### config.mk
export PLATFORM = sky130hd
export DESIGN_NAME = fb_scanout
export DESIGN_NICKNAME = d
export VERILOG_FILES = /design/src/rtl/fb_scanout.sv
export SDC_FILE = /design/constraint.sdc
export NUM_CORES = 1
export LEC_CHECK = 0
export BUFFER_PORTS_ARGS = -buffer_cell sky130_fd_sc_hd__buf_2
export CORE_MARGIN = 2
export CORE_UTILIZATION = 54
export DETAILED_ROUTE_END_ITERATION = 10
export PLACE_DENSITY = 0.75
export REMOVE_ABC_BUFFERS = 1
export SYNTH_ARGS = -nofsm -noshare
export SYNTH_HDL_FRONTEND = slang
export SYNTH_SLANG_ARGS = --single-unit
export TNS_END_PERCENT = 5
### constraint.sdc
create_clock -name clk -period 2.3 [get_ports clk]
set_clock_uncertainty 0.15 [all_clocks]
set_input_delay 0.23 -clock clk [delete_from_list [all_inputs] [get_ports clk]]
set_output_delay 0.23 -clock clk [all_outputs]
set_load 0.1 [all_outputs]
### src/rtl/fb_scanout.sv
// VGA raster scan-out for a 1-bit framebuffer: counters, sequential read addresses,
// and a fixed-latency realignment pipeline that pairs returned pixels with sync/enable.
module fb_scanout #(
    parameter int          H_ACTIVE        = 640,
    parameter int          H_FP            = 16,
    parameter int          H_SYNC          = 96,
    parameter int          H_BP            = 48,
    parameter int          V_ACTIVE        = 480,
    parameter int          V_FP            = 10,
    parameter int          V_SYNC          = 2,
    parameter int          V_BP            = 33,
    parameter int          SYNC_ACTIVE_LOW = 1,
    parameter int          ADDR_WIDTH      = $clog2(H_ACTIVE * V_ACTIVE),
    parameter int          MEM_LATENCY     = 2,
    parameter logic [23:0] FG_COLOR        = 24'hFFFFFF,
    parameter logic [23:0] BG_COLOR        = 24'h000000
) (
    input  logic                  clk,
    input  logic                  reset,
    output logic [ADDR_WIDTH-1:0] rd_addr,
    output logic                  rd_en,
    input  logic                  rd_data,
    output logic                  hsync,
    output logic                  vsync,
    output logic                  de,
    output logic [23:0]           rgb,
    output logic                  vblank,
    output logic                  frame_start
);

    localparam int H_TOTAL = H_ACTIVE + H_FP + H_SYNC + H_BP;
    localparam int V_TOTAL = V_ACTIVE + V_FP + V_SYNC + V_BP;
    localparam int HW      = $clog2(H_TOTAL);
    localparam int VW      = $clog2(V_TOTAL);

    localparam logic [HW-1:0] H_LAST   = HW'(H_TOTAL - 1);
    localparam logic [HW-1:0] H_ACT    = HW'(H_ACTIVE);
    localparam logic [HW-1:0] HS_BEGIN = HW'(H_ACTIVE + H_FP);
    localparam logic [HW-1:0] HS_END   = HW'(H_ACTIVE + H_FP + H_SYNC);
    localparam logic [VW-1:0] V_LAST   = VW'(V_TOTAL - 1);
    localparam logic [VW-1:0] V_ACT    = VW'(V_ACTIVE);
    localparam logic [VW-1:0] VS_BEGIN = VW'(V_ACTIVE + V_FP);
    localparam logic [VW-1:0] VS_END   = VW'(V_ACTIVE + V_FP + V_SYNC);

    localparam logic [ADDR_WIDTH-1:0] ADDR_LAST = ADDR_WIDTH'(H_ACTIVE * V_ACTIVE - 1);

    typedef struct packed {
        logic hs;
        logic vs;
        logic act;
    } ctrl_t;

    function automatic logic sync_level(input logic on);
        return (SYNC_ACTIVE_LOW != 0) ? ~on : on;
    endfunction

    function automatic logic [23:0] pixel_color(input logic en, input logic bit_i);
        if (!en)
            return 24'h000000;
        return bit_i ? FG_COLOR : BG_COLOR;
    endfunction

    logic [HW-1:0]         h_cnt_q, h_cnt_d;
    logic [VW-1:0]         v_cnt_q, v_cnt_d;
    logic [ADDR_WIDTH-1:0] addr_q, addr_d;
    logic                  active;
    logic                  hs_on;
    logic                  vs_on;

    ctrl_t                 ctrl_p_q [MEM_LATENCY];
    logic                  hsync_q;
    logic                  vsync_q;
    logic                  de_q;
    logic [23:0]           rgb_q;

    always_comb begin
        h_cnt_d = h_cnt_q + 1'b1;
        v_cnt_d = v_cnt_q;
        if (h_cnt_q == H_LAST) begin
            h_cnt_d = '0;
            v_cnt_d = (v_cnt_q == V_LAST) ? '0 : v_cnt_q + 1'b1;
        end
    end

    assign active = (h_cnt_q < H_ACT) && (v_cnt_q < V_ACT);
    assign hs_on  = (h_cnt_q >= HS_BEGIN) && (h_cnt_q < HS_END);
    assign vs_on  = (v_cnt_q >= VS_BEGIN) && (v_cnt_q < VS_END);

    // Address tracks the raster with a plain counter; it holds through blanking so
    // each new line resumes exactly where the previous one ended.
    always_comb begin
        addr_d = addr_q;
        if (active)
            addr_d = (addr_q == ADDR_LAST) ? '0 : addr_q + 1'b1;
    end

    always_ff @(posedge clk) begin
        if (reset) begin
            h_cnt_q <= '0;
            v_cnt_q <= '0;
            addr_q  <= '0;
        end else begin
            h_cnt_q <= h_cnt_d;
            v_cnt_q <= v_cnt_d;
            addr_q  <= addr_d;
        end
    end

    // Stage 0: registered sync/active decode, then delay to match memory latency
    always_ff @(posedge clk) begin
        if (reset) begin
            for (int k = 0; k < MEM_LATENCY; k++)
                ctrl_p_q[k] <= '0;
        end else begin
            ctrl_p_q[0] <= '{hs: hs_on, vs: vs_on, act: active};
            for (int k = 1; k < MEM_LATENCY; k++)
                ctrl_p_q[k] <= ctrl_p_q[k-1];
        end
    end

    // Output stage: rd_data is valid now, paired with the last delayed controls
    always_ff @(posedge clk) begin
        if (reset) begin
            hsync_q <= sync_level(1'b0);
            vsync_q <= sync_level(1'b0);
            de_q    <= 1'b0;
            rgb_q   <= 24'h000000;
        end else begin
            hsync_q <= sync_level(ctrl_p_q[MEM_LATENCY-1].hs);
            vsync_q <= sync_level(ctrl_p_q[MEM_LATENCY-1].vs);
            de_q    <= ctrl_p_q[MEM_LATENCY-1].act;
            rgb_q   <= pixel_color(ctrl_p_q[MEM_LATENCY-1].act, rd_data);
        end
    end

    // Counter-domain strobes are masked while reset is held so they read as idle.
    assign rd_addr     = addr_q;
    assign rd_en       = active && !reset;
    assign vblank      = (v_cnt_q >= V_ACT) && !reset;
    assign frame_start = (h_cnt_q == '0) && (v_cnt_q == '0) && !reset;

    assign hsync = hsync_q;
    assign vsync = vsync_q;
    assign de    = de_q;
    assign rgb   = rgb_q;

endmodule

==> metrics.cfg <==
[global_routing]
grt_overflow_total=0
grt_pass1_wl_um=8390
antenna_found_initial=0
grtUsageTotal=0.2072
grt_start_max_net_pins=25
grt_pass1_vias=1851

[cells_and_area]
antenna_cells=0
final_area_um2=2771
drive_gt1_frac=0.2400
nets=333
syn_to_final_growth_pct=12.78

[sta]
finalWorstSetupSlack_ps=127.0
slew-limit-headroom=0.6564
max_freq_ghz=0.4602
whs_ps=137.3
fin_tns_setup_ps=0
fin_crit_sh=0.9448
tightest_slew_ps=510.7
rsz0062_at_grt=true
setup_viol=0
slew_violations=0
period_minus_slack_ps=2173
hold_viol=0

[yosys]
synth-edff-count=0
synth_top_area_frac=0.3992
synth_top_cell_by_area=dfxtp_1
synthMuxAreaShare=0
synth_warnings=0
synth.distinct_cells=39
netlist_area_um2=2457
syn_avg_cell_area_um2=8.622
ys_seq_area_frac=0.3992
postSynthCellCount=285
synth_ff_type=dfxtp_1
yosys.area_share.simple=0.2979
synth_commonest_cells=dfxtp_1 (49), nor2_1 (25), buf_4 (23)
async_flop_share=0
synthTopCellsByArea=dfxtp_1 (40%), buf_4 (7.0%), nand3_1 (4.5%)
synth-adder-area-share=0.03055
ys_seq_elements=49
yosysMostFrequentCell=dfxtp_1
synth_compound_area_frac=0.1064
synth_xor_area_frac=0.06772
synth_top_family_by_area=simple AND/OR/NAND/NOR gates

[floorplan]
die_w_um=71.46
die_y_um=71.46
io_pins=52
dieArea_um2=5107
core_area_um2=4384
row_count=24
start_util=0.5605

[clocking]
cts_root_buf=clkbuf_8
cts_sinks=49
clk_path_buf_depth=2
post_cts_buffers=0
tritoncts=yes
clk_pin_slew_worst_paths_ps=90
clock_latency_ps=300
numCtsBuffers=5
htreeDepth=2

[critical_path]
timing.rr.start=h_cnt_q[0]$_SDFF_PP0_
r2r_cells=5
cp_slowest_cell=a41oi_2
crit_path_end_kind=output pin
regToRegEndpoint=v_cnt_q[7]$_SDFFE_PP0N_
crit_arrival_ps=1790
worstSetupPathType=reg2out
r2r_setup_slack_ps=150
startpoint=v_cnt_q[7]$_SDFFE_PP0N_
crit_path_end=rd_en
worstPathCellList=a41oi_2 > nand2_1 > nor2_1 > clkbuf_4
path_max_fanout=8
required_ps=1920
cp-start-kind=flop
max_stage_delay_ps=440

[detailed_routing]
drc_errors=0
drt_first_pass_iters=4
drt_iter0_drc=97
postRouteAntennaNets=0
wire_per_inst_um=13.53
viasPerCell=5.809
via_count=2190
totalWireLength_um=5100

[place]
gp_congestion=0.9080
dp_hpwl_um=3662
place_ws_ps=227.7
placed_area_um2=2668
io_buffers=51

[status]
status=completed

[pwr]
seqPwrFrac=0.543
p_leak_uw=0.001137
intPower_uw=1118
sw_frac_of_total=0.3008
ir_worst_vdd_uv=278.0
power_frac_clock=0.310
p_sw_uw=481.0
combPwrFrac=0.146
power_density_nw_per_um2=577.0

[min_path]
hold_class=in2reg
hold_path_depth=2

[flow_run]
drv_cap=0

==> metrics by stage <==
step                total power, uW    util  instances
detailed placement             1121  0.6084        368
global placement               1120  0.6084        368
CTS                            1619  0.6304        377
floorplan                      1064       -        252
finish                         1599  0.6321        377
global route                   1666  0.6321        377
==> placed cells by master (no fill, tap or decap), types with 2 or more instances in the layout <==
cell type | netlist | routed
and3_1 | 5 | 5
o21ai_0 | 9 | 9
nor2b_1 | 5 | 5
nor3_1 | 10 | 9
xnor2_1 | 9 | 9
nor4_1 | 5 | 5
or4_1 | 5 | 5
nand2_1 | 19 | 19
dfxtp_1 | 49 | 49
buf_2 | 2 | 49
clkinv_2 | 0 | 2
buf_4 | 23 | 13
inv_1 | 5 | 5
nor4b_1 | 3 | 3
nand4_1 | 12 | 12
ha_1 | 6 | 6
clkbuf_8 | 0 | 5
nand3_1 | 22 | 22
xor2_1 | 10 | 10
o31ai_1 | 5 | 5
and2_1 | 3 | 3
nor2_1 | 25 | 25
or3_1 | 9 | 9
a21oi_1 | 17 | 17
and4_1 | 6 | 6
==> registers in the layout, indices dropped and copies added (netlist names) <==
register  flops
v_cnt_q      10
rgb           1
de            1
hsync         1
ctrl_p_q      6
h_cnt_q      10
rd_addr      19
vsync         1
==> cells by family (layout without fill, tap and decap cells) <==
kind of cell / after synthesis / after routing
AND/OR/NAND/NOR: 134 / 134
XOR/XNOR: 19 / 19
adder cells (fa/ha/maj): 6 / 6
flip-flops: 49 / 49
AO/OA/AOI/OAI: 39 / 39
buffers and inverters: 38 / 78
==> how the worst min path moves through the flow <==
stage	startpoint	endpoint	slack, ps
after floorplan	reset	rd_addr[10]$_SDFFE_PP0P_	150
after global placement	ctrl_p_q[0][5]$_SDFF_PP0_	hsync$_SDFF_PP1_	200
after detailed placement	ctrl_p_q[0][5]$_SDFF_PP0_	hsync$_SDFF_PP1_	200
after CTS	reset	ctrl_p_q[0][5]$_SDFF_PP0_	120
after global routing	reset	ctrl_p_q[0][3]$_SDFF_PP0_	140
final	reset	ctrl_p_q[0][5]$_SDFF_PP0_	140
==> cell type report <==
| class | instances | area [um^2] |
|---|---|---|
| Sequential cell | 49 | 980.9 |
| Multi-Input combinational cell | 198 | 1240 |
| Timing Repair Buffer | 65 | 380.4 |
| Inverter | 5 | 18.77 |
| Clock buffer | 5 | 68.82 |
| Clock inverter | 3 | 17.52 |
| Fill cell | 392 | 1613 |
| Tap cell | 52 | 65.06 |
==> per-layer routing <==
layer,global-route usage,part of all wire,up-vias
li1,-,-,1082
met1,0.2714,0.45,1017
met2,0.3416,0.47,85
met3,0.03657,0.073,6
met4,0.07966,0.0088,0
met5,0,0,-
==> worst max-delay path: cells and delay by family, from the launching register on <==
family	cells	cell delay, ps
AND/OR/NAND/NOR	2	330
flip-flops	1	390
buffers and inverters	1	330
AO/OA/AOI/OAI	1	440
==> what timing repair did <==
item,CTS,global route
gates resized for setup,0,2
hold buffers,1,0
hold endpoints to repair,1,0
setup endpoints to repair,0,4
==> power groups by stage <==
| stage | Clock (uW) | Combinational [uW] | Sequential, uW |
|---|---|---|---|
| global placement | 0 | 232 | 889 |
| CTS | 516 | 234 | 869 |
| finish | 496 | 234 | 869 |
| global route | 551 | 243 | 871 |
| detailed placement | 0 | 232 | 889 |
| floorplan | 0 | 53.1 | 1010 |
Power figures use the tool's default switching activity.
